`src/rtl/i2c_master_byte_ctrl.sv`:
```
`default_nettype none
// ============================================================================
// i2c_master_byte_ctrl : byte-level I2C master sequencer feeding i2c_master_phy
// Optional macro NACK_AUTO_STOP_EN (STOP after NACKed write).  Rev 1.0
// ============================================================================
module i2c_master_byte_ctrl (
  input  logic       clk_i,
  input  logic       rst_n_i,
  input  logic       cmd_valid_i,
  output logic       cmd_ready_o,
  input  logic       cmd_start_i,
  input  logic       cmd_write_i,
  input  logic       cmd_read_i,
  input  logic       cmd_stop_i,
  input  logic       cmd_nack_i,
  input  logic [7:0] wr_data_i,
  output logic [7:0] rd_data_o,
  output logic       ack_rcvd_o,
  output logic       done_o,
  output logic       err_o,
  output logic [1:0] err_code_o,
  output logic       bus_owned_o,
  output logic [2:0] phy_cmd_o,
  output logic       phy_data_o,
  input  logic       phy_data_i,
  input  logic       phy_done_i,
  input  logic       phy_arb_lost_i,
  input  logic       phy_sda_err_i,
  input  logic       phy_scl_err_i,
  input  logic       phy_bus_busy_i
);
  localparam logic [2:0] PHY_IDLE  = 3'd0;
  localparam logic [2:0] PHY_START = 3'd1;
  localparam logic [2:0] PHY_WRITE = 3'd2;
  localparam logic [2:0] PHY_READ  = 3'd3;
  localparam logic [2:0] PHY_STOP  = 3'd4;

  localparam logic [2:0] IDLE_S     = 3'd0;
  localparam logic [2:0] WAIT_BUS_S = 3'd1;
  localparam logic [2:0] START_S    = 3'd2;
  localparam logic [2:0] WR_BIT_S   = 3'd3;
  localparam logic [2:0] WR_ACK_S   = 3'd4;
  localparam logic [2:0] RD_BIT_S   = 3'd5;
  localparam logic [2:0] RD_ACK_S   = 3'd6;
  localparam logic [2:0] STOP_S     = 3'd7;

  logic [2:0] state, state_nxt, after_start;
  logic [2:0] cnt, cnt_nxt;
  logic       phy_done_d;
  logic       f_write, f_read, f_stop, f_nack;
  logic [7:0] wr_byte_r, wr_byte;
  logic       accept, step_done, abort, nack_stop;
  logic       use_write, use_read, use_stop;
  logic [2:0] phy_cmd_nxt;
  logic       phy_data_nxt, done_nxt, err_nxt;
  logic [1:0] err_code_nxt;

  assign cmd_ready_o = (state == IDLE_S);
  assign accept      = cmd_valid_i && cmd_ready_o;
  assign step_done   = phy_done_i && !phy_done_d;
  assign abort       = (state != IDLE_S) && (phy_arb_lost_i || phy_sda_err_i || phy_scl_err_i);

  // During the accept cycle the flags are not registered yet, so use the inputs.
  assign use_write   = accept ? cmd_write_i : f_write;
  assign use_read    = accept ? (cmd_read_i && !cmd_write_i) : f_read;
  assign use_stop    = accept ? cmd_stop_i : f_stop;
  assign wr_byte     = accept ? wr_data_i : wr_byte_r;
  assign after_start = use_write ? WR_BIT_S : (use_read ? RD_BIT_S : (use_stop ? STOP_S : IDLE_S));
  assign cnt_nxt     = (state == WR_BIT_S || state == RD_BIT_S) ?
                       (step_done ? cnt - 3'd1 : cnt) : 3'd7;

`ifdef NACK_AUTO_STOP_EN
  assign nack_stop = phy_data_i;
`else
  assign nack_stop = 1'b0;
`endif

  always_ff @(posedge clk_i) begin
    if (!rst_n_i) state <= IDLE_S;
    else          state <= state_nxt;
  end

  always_comb begin
    state_nxt = state;
    if (abort) begin
      state_nxt = IDLE_S;
    end else begin
      case (state)
        IDLE_S:     if (accept) begin
                      if (cmd_start_i)
                        state_nxt = (phy_bus_busy_i && !bus_owned_o) ? WAIT_BUS_S : START_S;
                      else
                        state_nxt = after_start;
                    end
        WAIT_BUS_S: if (!phy_bus_busy_i) state_nxt = START_S;
        START_S:    if (step_done) state_nxt = after_start;
        WR_BIT_S:   if (step_done && cnt == 3'd0) state_nxt = WR_ACK_S;
        WR_ACK_S:   if (step_done) state_nxt = (use_stop || nack_stop) ? STOP_S : IDLE_S;
        RD_BIT_S:   if (step_done && cnt == 3'd0) state_nxt = RD_ACK_S;
        RD_ACK_S:   if (step_done) state_nxt = use_stop ? STOP_S : IDLE_S;
        STOP_S:     if (step_done) state_nxt = IDLE_S;
        default:    state_nxt = IDLE_S;
      endcase
    end
  end

  always_comb begin
    phy_cmd_nxt  = PHY_IDLE;
    phy_data_nxt = 1'b1;
    case (state_nxt)
      START_S:  phy_cmd_nxt = PHY_START;
      WR_BIT_S: begin
        phy_cmd_nxt  = PHY_WRITE;
        phy_data_nxt = wr_byte[cnt_nxt];
      end
      WR_ACK_S, RD_BIT_S: phy_cmd_nxt = PHY_READ;
      RD_ACK_S: begin
        phy_cmd_nxt  = PHY_WRITE;
        phy_data_nxt = f_nack;
      end
      STOP_S:   phy_cmd_nxt = PHY_STOP;
      default:  phy_cmd_nxt = PHY_IDLE;
    endcase
    done_nxt     = (state_nxt == IDLE_S) && (state != IDLE_S || accept);
    err_nxt      = abort;
    err_code_nxt = phy_arb_lost_i ? 2'd1 : (phy_sda_err_i ? 2'd2 : 2'd3);
  end

  always_ff @(posedge clk_i) begin
    if (!rst_n_i) begin
      phy_done_d  <= 1'b0;
      cnt         <= 3'd7;
      f_write     <= 1'b0;
      f_read      <= 1'b0;
      f_stop      <= 1'b0;
      f_nack      <= 1'b0;
      wr_byte_r   <= 8'h00;
      rd_data_o   <= 8'h00;
      ack_rcvd_o  <= 1'b0;
      done_o      <= 1'b0;
      err_o       <= 1'b0;
      err_code_o  <= 2'd0;
      bus_owned_o <= 1'b0;
      phy_cmd_o   <= PHY_IDLE;
      phy_data_o  <= 1'b1;
    end else begin
      phy_done_d <= phy_done_i;
      cnt        <= cnt_nxt;
      phy_cmd_o  <= phy_cmd_nxt;
      phy_data_o <= phy_data_nxt;
      done_o     <= done_nxt;
      err_o      <= err_nxt;
      if (accept) begin
        f_write    <= cmd_write_i;
        f_read     <= cmd_read_i && !cmd_write_i;
        f_stop     <= cmd_stop_i;
        f_nack     <= cmd_nack_i;
        wr_byte_r  <= wr_data_i;
        err_code_o <= 2'd0;
      end
      if (abort) begin
        err_code_o  <= err_code_nxt;
        bus_owned_o <= 1'b0;
      end else if (step_done) begin
        case (state)
          START_S:  bus_owned_o <= 1'b1;
          STOP_S:   bus_owned_o <= 1'b0;
          WR_ACK_S: ack_rcvd_o  <= !phy_data_i;
          RD_BIT_S: rd_data_o   <= {rd_data_o[6:0], phy_data_i};
          default:  ;
        endcase
      end
    end
  end
endmodule
`default_nettype wire

```
`config.mk`:
```
export PLATFORM = sky130hd
export DESIGN_NAME = i2c_master_byte_ctrl
export DESIGN_NICKNAME = d
export VERILOG_FILES = /design/src/rtl/i2c_master_byte_ctrl.sv
export SDC_FILE = /design/constraint.sdc
export NUM_CORES = 1
export LEC_CHECK = 0
export BUFFER_PORTS_ARGS = -buffer_cell sky130_fd_sc_hd__buf_2
export CAP_MARGIN = 20
export CORE_ASPECT_RATIO = 0.9
export CORE_MARGIN = 1.5
export CORE_UTILIZATION = 55
export DETAILED_ROUTE_END_ITERATION = 8
export GPL_TIMING_DRIVEN = 0
export PLACE_DENSITY = 0.88
export SLEW_MARGIN = 20
export SYNTH_ARGS = -nofsm -noshare
export SYNTH_HDL_FRONTEND = slang
export SYNTH_SLANG_ARGS = --single-unit
```
`constraint.sdc`:
```
create_clock -name clk_i -period 5.9 [get_ports clk_i]
set_input_delay 1.475 -clock clk_i [delete_from_list [all_inputs] [get_ports clk_i]]
set_output_delay 1.475 -clock clk_i [all_outputs]
set_load 0.02 [all_outputs]
```
# After elaboration in Yosys (flattened, before gate mapping)
# Cells that the tools add are included.
# totals
regBits,37
inputBits,22
output_inout_bits,19
elab_cells,90
# classes
add_sub_neg,1
n_lt_le_gt_ge,1
n_eq_ne,13
mux,29
bitwise,2
reduce_logical,28
# ops
operator,count
3-bit two-way mux,14
"3-bit == test, second input constant",8
3-bit case mux with 7 select lines,1
"3-bit by 2-bit == test with 1-bit output, second input constant",4
3-bit case mux with 4 select lines,1
3-bit zero test,3
2-bit two-way mux,4
8-bit two-way mux,1
2-bit OR reduction,4
1-bit logical AND,7
3-bit AND reduction,2
1-bit two-way mux,5
1-bit zero test,4
1-bit logical OR,4
"3-bit by 4-bit less-than comparator with 1-bit output, second input constant",1
1-bit case mux with 2 select lines,2
2-bit nonzero test,2
1-bit binary-select mux with 3-bit select,1
"3-bit by 1-bit == test with 1-bit output, second input constant",1
3-bit nonzero test,1
"3-bit by 1-bit subtractor with 3-bit output, second input constant",1
1-bit NOT,2
2-bit AND reduction,1

# Depth between registers and ports, before layout
# Gate-level depths: netlist of the first run.
# logic_depth
depth_word,13
mapped_depth,8
ltp_nobuf,8

# Worst setup path before layout of the first run
# OpenSTA, ideal clock, no wires.
# synth_path
kind,in2reg
start,input port cmd_valid_i
end,register phy_data_o
setup_time_ns,0.134
t_arrival_ns,2.845
required_time_ns,5.766
slack_ns,2.921
stages,6
n_path_buf,1
path_cell_list,nor4b_4 > buf_2 > mux2i_1 > mux2i_1 > a2111oi_0 > a21oi_1
# synth_between
elab_chain_len,11
elab_cells_between_ends,19
# synth_lines
item,line,text
start: declaration,9,"input logic cmd_valid_i,"
1-bit logical AND (*),59,assign accept = cmd_valid_i && cmd_ready_o;
1-bit two-way mux,--,
3-bit two-way mux,"68, 98, 100",
3-bit two-way mux (2 in a row),68,assign after_start = use_write ? WR_BIT_S : (use_read ? RD_BIT_S : (use_stop ? STOP_S : IDLE_S));
3-bit two-way mux,90,if (cmd_start_i)
3-bit two-way mux,89,IDLE_S: if (accept) begin
3-bit case mux with 7 select lines,88,case (state)
3-bit two-way mux,85,if (abort) begin
3-bit == test / 3-bit by 2-bit == test with 1-bit output (equally long branches),110,case (state_nxt)
1-bit case mux with 2 select lines (*),110,
end signal: assignment,150,phy_data_o <= phy_data_nxt;
end: declaration,24,"output logic phy_data_o,"
# Mark *: on every way between the ends. The rest lies on a longest branch, timed or not. The select of a mux whose other input is x is not followed.
# A chain may end at the register's enable or synchronous reset.

# Worst setup path in the final report of the first run
# Ends and elaborated chain as after synthesis.

==> out/metrics.yaml, run 1 <==
clock_tree:
  numCtsBuffers: 5
  path_clk_slew_ns: 0.08
  cts_root_buf: "clkbuf_8"
  htree_levels: 2
  clk_latency_ns: 0.30
  cts_buffer_depth: 2
  cts_setup_buffers: 0
  ctsHoldBuffers: 0
  clock-sinks: 37
  cts_resized: 0
  cts_tree: "built"
synth:
  synth_top_cell_area_share: 0.404
  ys_async_sr_fraction: 0
  synth_nets: 238
  ys.flop_type: "dfxtp_1"
  synth_edf_count: 0
  synth_area_sq_mm: 0.00183
  netlist_top_cells_area: "dfxtp_1, mux2i_1, nand2_1"
  ys_seq_elements: 37
  ys_seq_area_frac: 0.404
  synth_cells: 214
  synth_top_area_cell: "dfxtp_1"
  synthDistinctLibCells: 48
  synth_area_per_cell_sq_um: 8.56
  yosysWarningCount: 0
power_and_ir_drop:
  p_total_w: 0.000584
  ir_worst_vdd_v: 0.000242
  powerDensity_mw_per_mm2: 268
  power.share.clock: 0.317
  p_leak_nw: 0.913
  seq_power_share: 0.468
  p_sw_frac: 0.320
  switchingPower_w: 0.000187
  p_comb_frac: 0.215
  p_int_w: 0.000397
die:
  core_area_sq_mm: 0.00311
  start_util: 0.588
  die_h_microns: 57.8
  num_io_pins: 41
  dieArea_sq_mm: 0.00369
  rows: 19
  die_w_microns: 63.8
timing:
  period_needed_ns: 3.32
  grt_setup_unrepaired: "false"
  skew_ns: 0.00682
  hold_viol: 0
  worst_pin_slew_ns: 0.762
  slew_headroom: 0.489
  post-route-period-util: 0.563
  fmax_ghz: 0.301
  setup-violations-final: 0
  drv_slew: 0
  setup_tns_ns: 0
final_layout:
  layout_common_cells: "buf_2, dfxtp_1, nor2_1, nand2_1, a21oi_1"
  num_antenna_cells: 0
  layout_commonest_cell: "buf_2"
  num-fill-cells: 269
  drive_gt1_frac: 0.244
  nets: 285
  fin_util: 0.699
  final_area_sq_mm: 0.00218
  layout.cells.non_filler: 304
  syn_to_final_growth_pct: 18.9
critical_path:
  critPathMaxStageDelay_ns: 0.54
  path_max_fanout: 10
  arrival_ns: 3.48
  crit_path_cell_trace: "buf_2, nor4b_4, buf_2, mux2i_1, mux2i_1, a2111oi_0, a21oi_1"
  cp-start-kind: "input pin"
  path_class: "in2reg"
  critPathRequiredTime_ns: 6.06
  critPathCaptureType: "register"
  slowest_stage: "nor4b_4"
min_path:
  hp-class: "reg2reg"
placement:
  dp.cells: 296
  io_buffers: 40
  place_hpwl_microns: 3070
  place_congestion: 0.886
  placedInstanceArea_sq_mm: 0.00208
route:
  drt_iter0_markers: 223
  drt_first_pass_iters: 4
  wl_per_cell_microns: 14.0
  avgViaCountPerCell: 5.64
  antenna_left: 0
  routed_wl_microns: 4240
  drc: 0
  via_count: 1716
global_routing:
  grt_max_degree: 15
  grt_first_pass_wirelength_microns: 7020
  antenna_found_initial: 0
  overflow: 0
  grt_usage: 0.245
  grt_pass1_vias: 1539
flow_run:
  maxCapViolCount: 0
outcome:
  status: "completed"
synthesized netlist by cell type (all sizes together) (2+ instances only):
cell type / count
dfxtp: 37
nand2: 25
nor2: 25
a21oi: 20
mux2i: 13
inv: 9
nor3: 9
buf: 6
nand3: 6
o21ai: 6
nand2b: 5
a211oi: 4
and2: 4
a2111oi: 3
a31oi: 3
clkbuf: 3
nor3b: 3
or3: 3
xor2: 3
a221oi: 2
and3: 2
ha: 2
nor2b: 2
o311a: 2
xnor2: 2
registers in the layout, summed over array words and instances (netlist names), 2 cells and up:
| signal | count |
|---|---|
| cnt | 3 |
| rd_data_o | 8 |
| wr_byte_r | 8 |
| state | 3 |
| phy_cmd_o | 3 |
| err_code_o | 2 |
routing by layer:
layer | part of all wire | track usage | vias up
met5 | 0 | 0 | -
met4 | 0.015 | 0.0901 | 0
met3 | 0.075 | 0.0699 | 8
met2 | 0.45 | 0.384 | 72
met1 | 0.46 | 0.325 | 783
li1 | - | - | 853
worst max-delay path, delay by kind of cell:
family	cells	cell delay, ns
AOI/OAI and AO/OA	2	0.64
and+or+nand+nor	1	0.54
buffers and inverters	2	0.44
muxes	2	0.37
layout make-up:
cell class / count / area (sq um) / share of cell area
Buffer: 9 / 46.3 / 0.0213
Clock buffer: 5 / 68.8 / 0.0316
Clock inverter: 3 / 25.0 / 0.0115
Inverter: 9 / 33.8 / 0.0155
Multi-Input combinational cell: 159 / 1010 / 0.464
Sequential cell: 37 / 741 / 0.340
Tap cell: 42 / 52.6 / 0.0241
Timing Repair Buffer: 40 / 200 / 0.0919
final timing paths:
| path | startpoint | to | slack (ns) | depth (start not counted) |
|---|---|---|---|---|
| min | wr_byte_r[4] | wr_byte_r[4] | 0.46 | 2 |
| max | cmd_valid_i | phy_data_o | 2.58 | 7 |
| max reg2reg | state[1] | phy_data_o | 3.44 | 6 |
| min reg2reg | wr_byte_r[4] | wr_byte_r[4] | 0.46 | 2 |
through the flow:
step / hold WS, ns / setup slack, ns
floorplan: 0.432 / 2.92
global placement: 0.442 / 2.35
detailed placement: 0.448 / 2.39
CTS: 0.462 / 2.68
global route: 0.488 / 2.48
finish: 0.465 / 2.58
kinds of logic after synthesis:
family | Yosys count | share of synthesized area
adders and majority gates | 2 | 0.0137
AOI/OAI and AO/OA | 47 | 0.182
and+or+nand+nor | 92 | 0.261
DFF | 37 | 0.404
xor gates and xnor gates | 5 | 0.0239
buffers and inverters | 18 | 0.0437
muxes | 13 | 0.0710
power groups by stage:
| stage | clock network [W] | registers (W) | logic (W) |
|---|---|---|---|
| floorplan | 0 | 0.000285 | 0.0000795 |
| global placement | 0 | 0.000278 | 0.000122 |
| detailed placement | 0 | 0.000279 | 0.000123 |
| CTS | 0.000188 | 0.000273 | 0.000124 |
| global route | 0.000201 | 0.000275 | 0.000136 |
| finish | 0.000185 | 0.000273 | 0.000125 |
Note: power is estimated with default switching activity, not from simulation.
==> run 2: changes to the inputs <==
- ABC_AREA: unset -> 1
- CORE_UTILIZATION: 55 -> 48
- PLACE_DENSITY: 0.88 -> 0.82
- clock period: 5.9 -> 2.9 ns (I/O delays scaled with it)
==> run 2 against run 1 <==
Final cell count grew 18%. Clock power grew 94%. Final area grew 0.63%. Clock skew shrank 0.0043 ns. Power grew 120%. Synthesized cell count grew 25%. Routed wire length shrank 6.6%. Sequential share of layout area shrank 0.21 points.
==> out/metrics.yaml, run 2 <==
outcome:
  status: "completed"
final_layout:
  fin_util: 0.592  # -0.108
  layout_common_cells: "nand2_1, buf_2, inv_1"
  nets: 338  # +19%
  layout_commonest_cell: "nand2_1"
  num_antenna_cells: 0  # unchanged
  largestRegisters: "rd_data_o: 8 flops, wr_byte_r: 8 flops"
  drive_gt1_frac: 0.217  # -0.0277
  syn_to_final_growth_pct: 18.3
route:
  wl_per_cell_microns: 11.0  # -21%
  drt_first_pass_iters: 4  # unchanged
  antenna_left: 0  # unchanged
  met1_length_microns: 1920  # -2.3%
  routed.top_layer: "met4"
  drc: 0  # unchanged
  avgViaCountPerCell: 4.89  # -13%
  dr_wl_met2_microns: 1770  # -6.5%
  drt_iter0_markers: 71  # -68%
  wl_met3_microns: 200  # -38%
  via_count: 1762  # +2.7%
  routed_wl_microns: 3960  # -6.6%
synth:
  synth-adder-area-share: 0.0135  # -0.000157
  synth_cells: 268  # +25%
  synth.area.mux_share: 0  # -0.0710
  yosysWarningCount: 0  # unchanged
  yosysMostFrequentCell: "nand2_1"
  netlist_top_cells_area: "dfxtp_1, nand2_1, inv_1"
  synth_commonest_cells: "nand2_1, inv_1, dfxtp_1, nor2_1, a21oi_1"
  synthDistinctLibCells: 30  # -38%
  synth_compound_area_frac: 0.153  # -0.0291
  ys_seq_area_frac: 0.400  # -0.00464
  synth_area_per_cell_sq_um: 6.91  # -19%
  ys.flop_type: "dfxtp_1"
  ys_async_sr_fraction: 0  # unchanged
  synth_top_area_cell: "dfxtp_1"
  synth_edf_count: 0  # unchanged
  synth_area_sq_mm: 0.00185  # +1.2%
  synth_top_family_by_area: "simple AND/OR/NAND/NOR gates"
  synth_nets: 292  # +23%
  synth_top_cell_area_share: 0.400  # -0.00464
  synthXorXnorAreaFrac: 0.00473  # -0.0192
  synth-simple-area-share: 0.321  # +0.0598
  ys_seq_elements: 37  # unchanged
power_and_ir_drop:
  p_comb_frac: 0.270  # +0.055
  ir_worst_vdd_v: 0.000358  # +48%
  p_leak_nw: 1.07  # +17%
  p_sw_frac: 0.323  # +0.00294
  power.share.clock: 0.281  # -0.036
  p_total_w: 0.00127  # +120%
  p_int_w: 0.000861  # +120%
  powerDensity_mw_per_mm2: 580  # +120%
  switchingPower_w: 0.000411  # +120%
  seq_power_share: 0.448  # -0.020
flow_run:
  maxCapViolCount: 0  # unchanged
timing:
  setup-violations-final: 0  # unchanged
  grt_setup_unrepaired: "false"
  drv_slew: 0  # unchanged
  slew_headroom: 0.717  # +0.228
  post-route-period-util: 0.733
  skew_ns: 0.00254  # -0.00428 ns
  fmax_ghz: 0.470
  hold_viol: 0  # unchanged
  setup_tns_ns: 0  # unchanged
  worst_pin_slew_ns: 0.425  # -0.337 ns
  period_needed_ns: 2.13
clock_tree:
  path_clk_slew_ns: 0.07  # about the same
  clk_latency_ns: 0.29  # about the same
  numCtsBuffers: 5  # unchanged
  htree_levels: 2  # unchanged
  cts_root_buf: "clkbuf_8"
  cts_resized: 0  # unchanged
  clock-sinks: 37  # unchanged
  cts_setup_buffers: 0  # unchanged
  ctsHoldBuffers: 0  # unchanged
  cts_tree: "built"
  cts_buffer_depth: 2  # unchanged
global_routing:
  grt_first_pass_wirelength_microns: 6050  # -14%
  grt_usage: 0.195  # -0.0503
  overflow: 0  # unchanged
  grt_max_degree: 11  # -4
  grt_pass1_vias: 1435  # -6.8%
  antenna_found_initial: 0  # unchanged
critical_path:
  crit_top_cell: "nand2_1"
  cp-start-kind: "input pin"
  critPathTopFamily: "simple AND/OR/NAND/NOR gates"
  crit_path_cell_trace: "buf_2, inv_2, nor2_4, inv_1, or2_0, nand3_1, inv_1, a21oi_1, o21ai_1, nand2_1, nand2_1, nand2_1, nand3_1, nand2_1, nand2_1"
  critPathCaptureType: "register"
  worst-path-buf-inv: 4  # +2
  arrival_ns: 2.31  # -1.17 ns
  critPathRequiredTime_ns: 3.08  # -2.98 ns
  slowest_stage: "or2_0"
  critPathMaxStageDelay_ns: 0.24  # -0.30 ns
  path_class: "in2reg"
  path_max_fanout: 9  # -1
die:
  rows: 21  # +2
  core_area_sq_mm: 0.00370  # +19%
  start_util: 0.500  # -0.0880
  die_h_microns: 61.9  # +7.3%
  num_io_pins: 41  # unchanged
  dieArea_sq_mm: 0.00424  # +15%
  die_w_microns: 68.5  # +7.3%
placement:
  place_hpwl_microns: 3010  # -1.9%
  place_congestion: 0.889  # +0.34%
  io_buffers: 39  # -2.5%
min_path:
  hp-class: "reg2reg"
[run 2: area by class of cell]
type	instances	area (sq um)
Clock buffer	7	86.3
Timing Repair Buffer	39	195
Tap cell	46	57.6
Multi-Input combinational cell	180	912
Fill cell	331	1510
Sequential cell	37	741
Buffer	5	27.5
Inverter	46	173
[run 2: worst paths after layout]
| check | slack, ns | start | to | depth (start not counted) |
|---|---|---|---|---|
| max reg2reg | 0.95 | state[0] | phy_data_o | 10 |
| min reg2reg | 0.44 | rd_data_o[7] | rd_data_o[7] | 2 |
| max | 0.77 | phy_done_i | phy_data_o | 15 |
| min | 0.44 | rd_data_o[7] | rd_data_o[7] | 2 |
[run 2: cells by family (layout without fill, tap and decap cells)]
family,count (synthesis),in the layout
flops,37,37
compound gates,50,50
simple gates,127,127
buf+inv,51,97
xor+xnor,1,1
fa+ha+maj,2,2
[run 2: worst reg2reg max path, stage by stage, from the launching register on]
cell and delay (ns):
dfxtp_1 0.38, nor2_4 0.23, nand3_4 0.17, clkinv_1 0.20, a21oi_1 0.09, a41oi_1 0.20, nand2_1 0.17, nor2_2 0.17
nand3_1 0.10, nand2_1 0.07, nand2_1 0.06
[run 2: routing by layer]
layer	track usage	up-vias
met2	0.308	49
met1	0.256	761
met4	0.0914	0
met3	0.0432	8
met5	0	-
li1	-	944
[run 2: power groups by stage]
stage               registers, W  logic (W)  clock network, W
detailed placement      0.000581   0.000341                 0
finish                  0.000570   0.000344          0.000358
global placement        0.000580   0.000335                 0
floorplan               0.000598   0.000238                 0
global route            0.000575   0.000388          0.000381
CTS                     0.000570   0.000342          0.000366
[run 2: stage by stage]
step | hold WS [ns] | instance area, sq um | instances | worst slack, ns
2_1_floorplan | 0.430 | 1850 | 268 | 0.920
3_3_place_gp | 0.436 | 2110 | 353 | 0.554
3_5_place_dp | 0.438 | 2110 | 353 | 0.506
4_1_cts | 0.448 | 2190 | 360 | 0.801
5_1_grt | 0.477 | 2190 | 360 | 0.682
6_report | 0.445 | 2190 | 360 | 0.775
==> run 3: changes to the inputs <==
- CORE_UTILIZATION: 48 -> 53
- PLACE_DENSITY: 0.82 -> 0.85
- clock period: 2.9 -> 2.1 ns (I/O delays scaled with it)
==> run 3 against run 2 <==
Flip-flop and latch count unchanged. Non-clock buffer count did not move. Sequential share of layout area shrank 0.21 points. Core utilization up 6.7 points.
==> out/metrics.yaml, run 3 (synthesis gave the netlist of run 2 again) <==
die:
  die_w_microns: 65.3  # -4.6%
  core_area_sq_mm: 0.00335  # -9.5%
  dieArea_sq_mm: 0.00386  # -9.0%
  die_h_microns: 59.1  # -4.6%
  start_util: 0.553  # +0.0524
  rows: 20  # -4.8%
  num_io_pins: 41  # unchanged
critical_path:
  critPathCaptureType: "register"
  path_class: "reg2reg"
  reg2reg_depth: 13  # +3
  cp-start-kind: "register"
  critPathRequiredTime_ns: 2.28  # -0.80 ns
  reg2reg_slack_ns: 0.21  # -0.74 ns
  rr_startpoint: "state[0]"
  reg2reg_to: "phy_data_o"
  path_max_fanout: 10  # +1
  arrival_ns: 2.08  # -0.23 ns
min_path:
  hp-start: "phy_done_i"
  hp-class: "in2reg"
  worstHoldEndpoint: "phy_done_d"
  worstHoldPathCells: 3  # +1
route:
  drt_first_pass_iters: 4  # unchanged
  wl_per_cell_microns: 10.9  # -1.0%
  drc: 0  # unchanged
  routed_wl_microns: 3910  # -1.3%
  antenna_left: 0  # unchanged
  drt_iter0_markers: 113  # +59%
  via_count: 1762  # unchanged
  avgViaCountPerCell: 4.91  # +0.28%
timing:
  period_needed_ns: 1.89
  hold_viol: 0  # unchanged
  drv_slew: 0  # unchanged
  hold_slack_ns: 0.445  # +0.0000140 ns
  setup-violations-final: 0  # unchanged
  fin_ws_ns: 0.205  # -0.569 ns
  slew_headroom: 0.710  # -0.00684
  skew_ns: 0.00408  # +0.00154 ns
  worst_pin_slew_ns: 0.435  # +0.0103 ns
  post-route-period-util: 0.902
  grt_setup_unrepaired: "false"
  fmax_ghz: 0.528
power_and_ir_drop:
  p_comb_frac: 0.263  # -0.007
  switchingPower_w: 0.000581  # +42%
  p_sw_frac: 0.321  # -0.00133
  p_int_w: 0.00123  # +42%
  p_total_w: 0.00181  # +42%
  seq_power_share: 0.436  # -0.012
  power.share.clock: 0.301  # +0.020
  p_leak_nw: 1.08  # +0.80%
  ir_worst_vdd_v: 0.000452  # +26%
  powerDensity_mw_per_mm2: 818  # +41%
placement:
  placedInstanceArea_sq_mm: 0.00210  # -0.12%
  place_congestion: 0.865  # -2.7%
  place_ws_ns: -0.0695  # -0.576 ns
  place_hpwl_microns: 2990  # -0.87%
  io_buffers: 39  # unchanged
clock_tree:
  clk_latency_ns: 0.29  # about the same
  clock-sinks: 37  # unchanged
  cts_setup_buffers: 0  # unchanged
  path_clk_slew_ns: 0.07  # about the same
  cts_buffer_depth: 2  # unchanged
  numCtsBuffers: 5  # unchanged
  htree_levels: 2  # unchanged
  cts_root_buf: "clkbuf_8"
  cts_tree: "built"
outcome:
  status: "completed"
global_routing:
  grt_max_degree: 12  # +1
  grt_usage: 0.217  # +0.0218
  antenna_found_initial: 0  # unchanged
  overflow: 0  # unchanged
  grt_first_pass_wirelength_microns: 6460  # +6.7%
  grt_pass1_vias: 1550  # +8.0%
final_layout:
  num-fill-cells: 306  # -7.6%
  largestRegisters: "rd_data_o: 8 flops, wr_byte_r: 8 flops"
  syn_to_final_growth_pct: 19.2
  final_area_sq_mm: 0.00221  # +0.80%
  drive_gt1_frac: 0.229  # +0.0120
  layout_common_cells: "nand2_1, buf_2, inv_1"
  nets: 338  # unchanged
  layout_commonest_cell: "nand2_1"
  num_antenna_cells: 0  # unchanged
flow_run:
  maxCapViolCount: 0  # unchanged
run 3: worst max path at each step:
stage,startpoint,slack (ns),depth (start not counted),end
after global placement,phy_done_i,-0.05,15,phy_data_o
after detailed placement,phy_done_i,-0.07,15,phy_data_o
after CTS,state[0],0.16,12,phy_data_o
after floorplan,phy_done_i,0.32,14,phy_data_o
final,state[0],0.21,13,phy_data_o
after global routing,state[2],0.009,11,phy_data_o
run 3: what timing repair did:
item,CTS,global route
endpoints found under the setup margin,0,2
hold buffers,0,0
resized for setup,0,2
run 3: final cells by class:
class                   instances  area, sq um  share of cell area
multi-input cells             180          912               0.413
flip-flops and latches         37          742               0.336
repair buffers                 39          195              0.0883
inverters                      46          176              0.0798
clock buffers                   7         96.3              0.0436
well taps                      44         55.1              0.0249
plain buffers                   5         27.5              0.0125
clock inverters                 1         5.00             0.00227
run 3: critical path, cell delays in order, from the launching register on:
cell and delay (ns):
dfxtp_2 0.36, nor2_4 0.20, nand3_4 0.17, buf_6 0.19, or2_0 0.21, o21a_1 0.13, nand2_1 0.06, nand3_1 0.06
nand2_1 0.07, o21ai_1 0.06, nand2_1 0.10, nand3_1 0.08, nand2_1 0.06, nand2_1 0.05
run 3: power groups by stage:
stage	Clock [W]	Combinational [W]	Sequential [W]
CTS	0.000551	0.000475	0.000788
global placement	0	0.000462	0.000801
finish	0.000544	0.000476	0.000788
floorplan	0	0.000329	0.000825
global route	0.000576	0.000541	0.000792
detailed placement	0	0.000473	0.000803
run 3: metal layers:
metal,track usage,share of wire
met1,0.284,0.48
met2,0.357,0.45
met3,0.0456,0.068
met4,0.0774,0.0061
met5,0,0
run 3: per-stage QoR:
stage / setup TNS, ns / util / std cells
floorplan: 0 / - / 268
global placement: -0.0477 / 0.627 / 351
detailed placement: -0.0695 / 0.627 / 351
CTS: 0 / 0.657 / 359
global route: 0 / 0.659 / 359
finish: 0 / 0.659 / 359
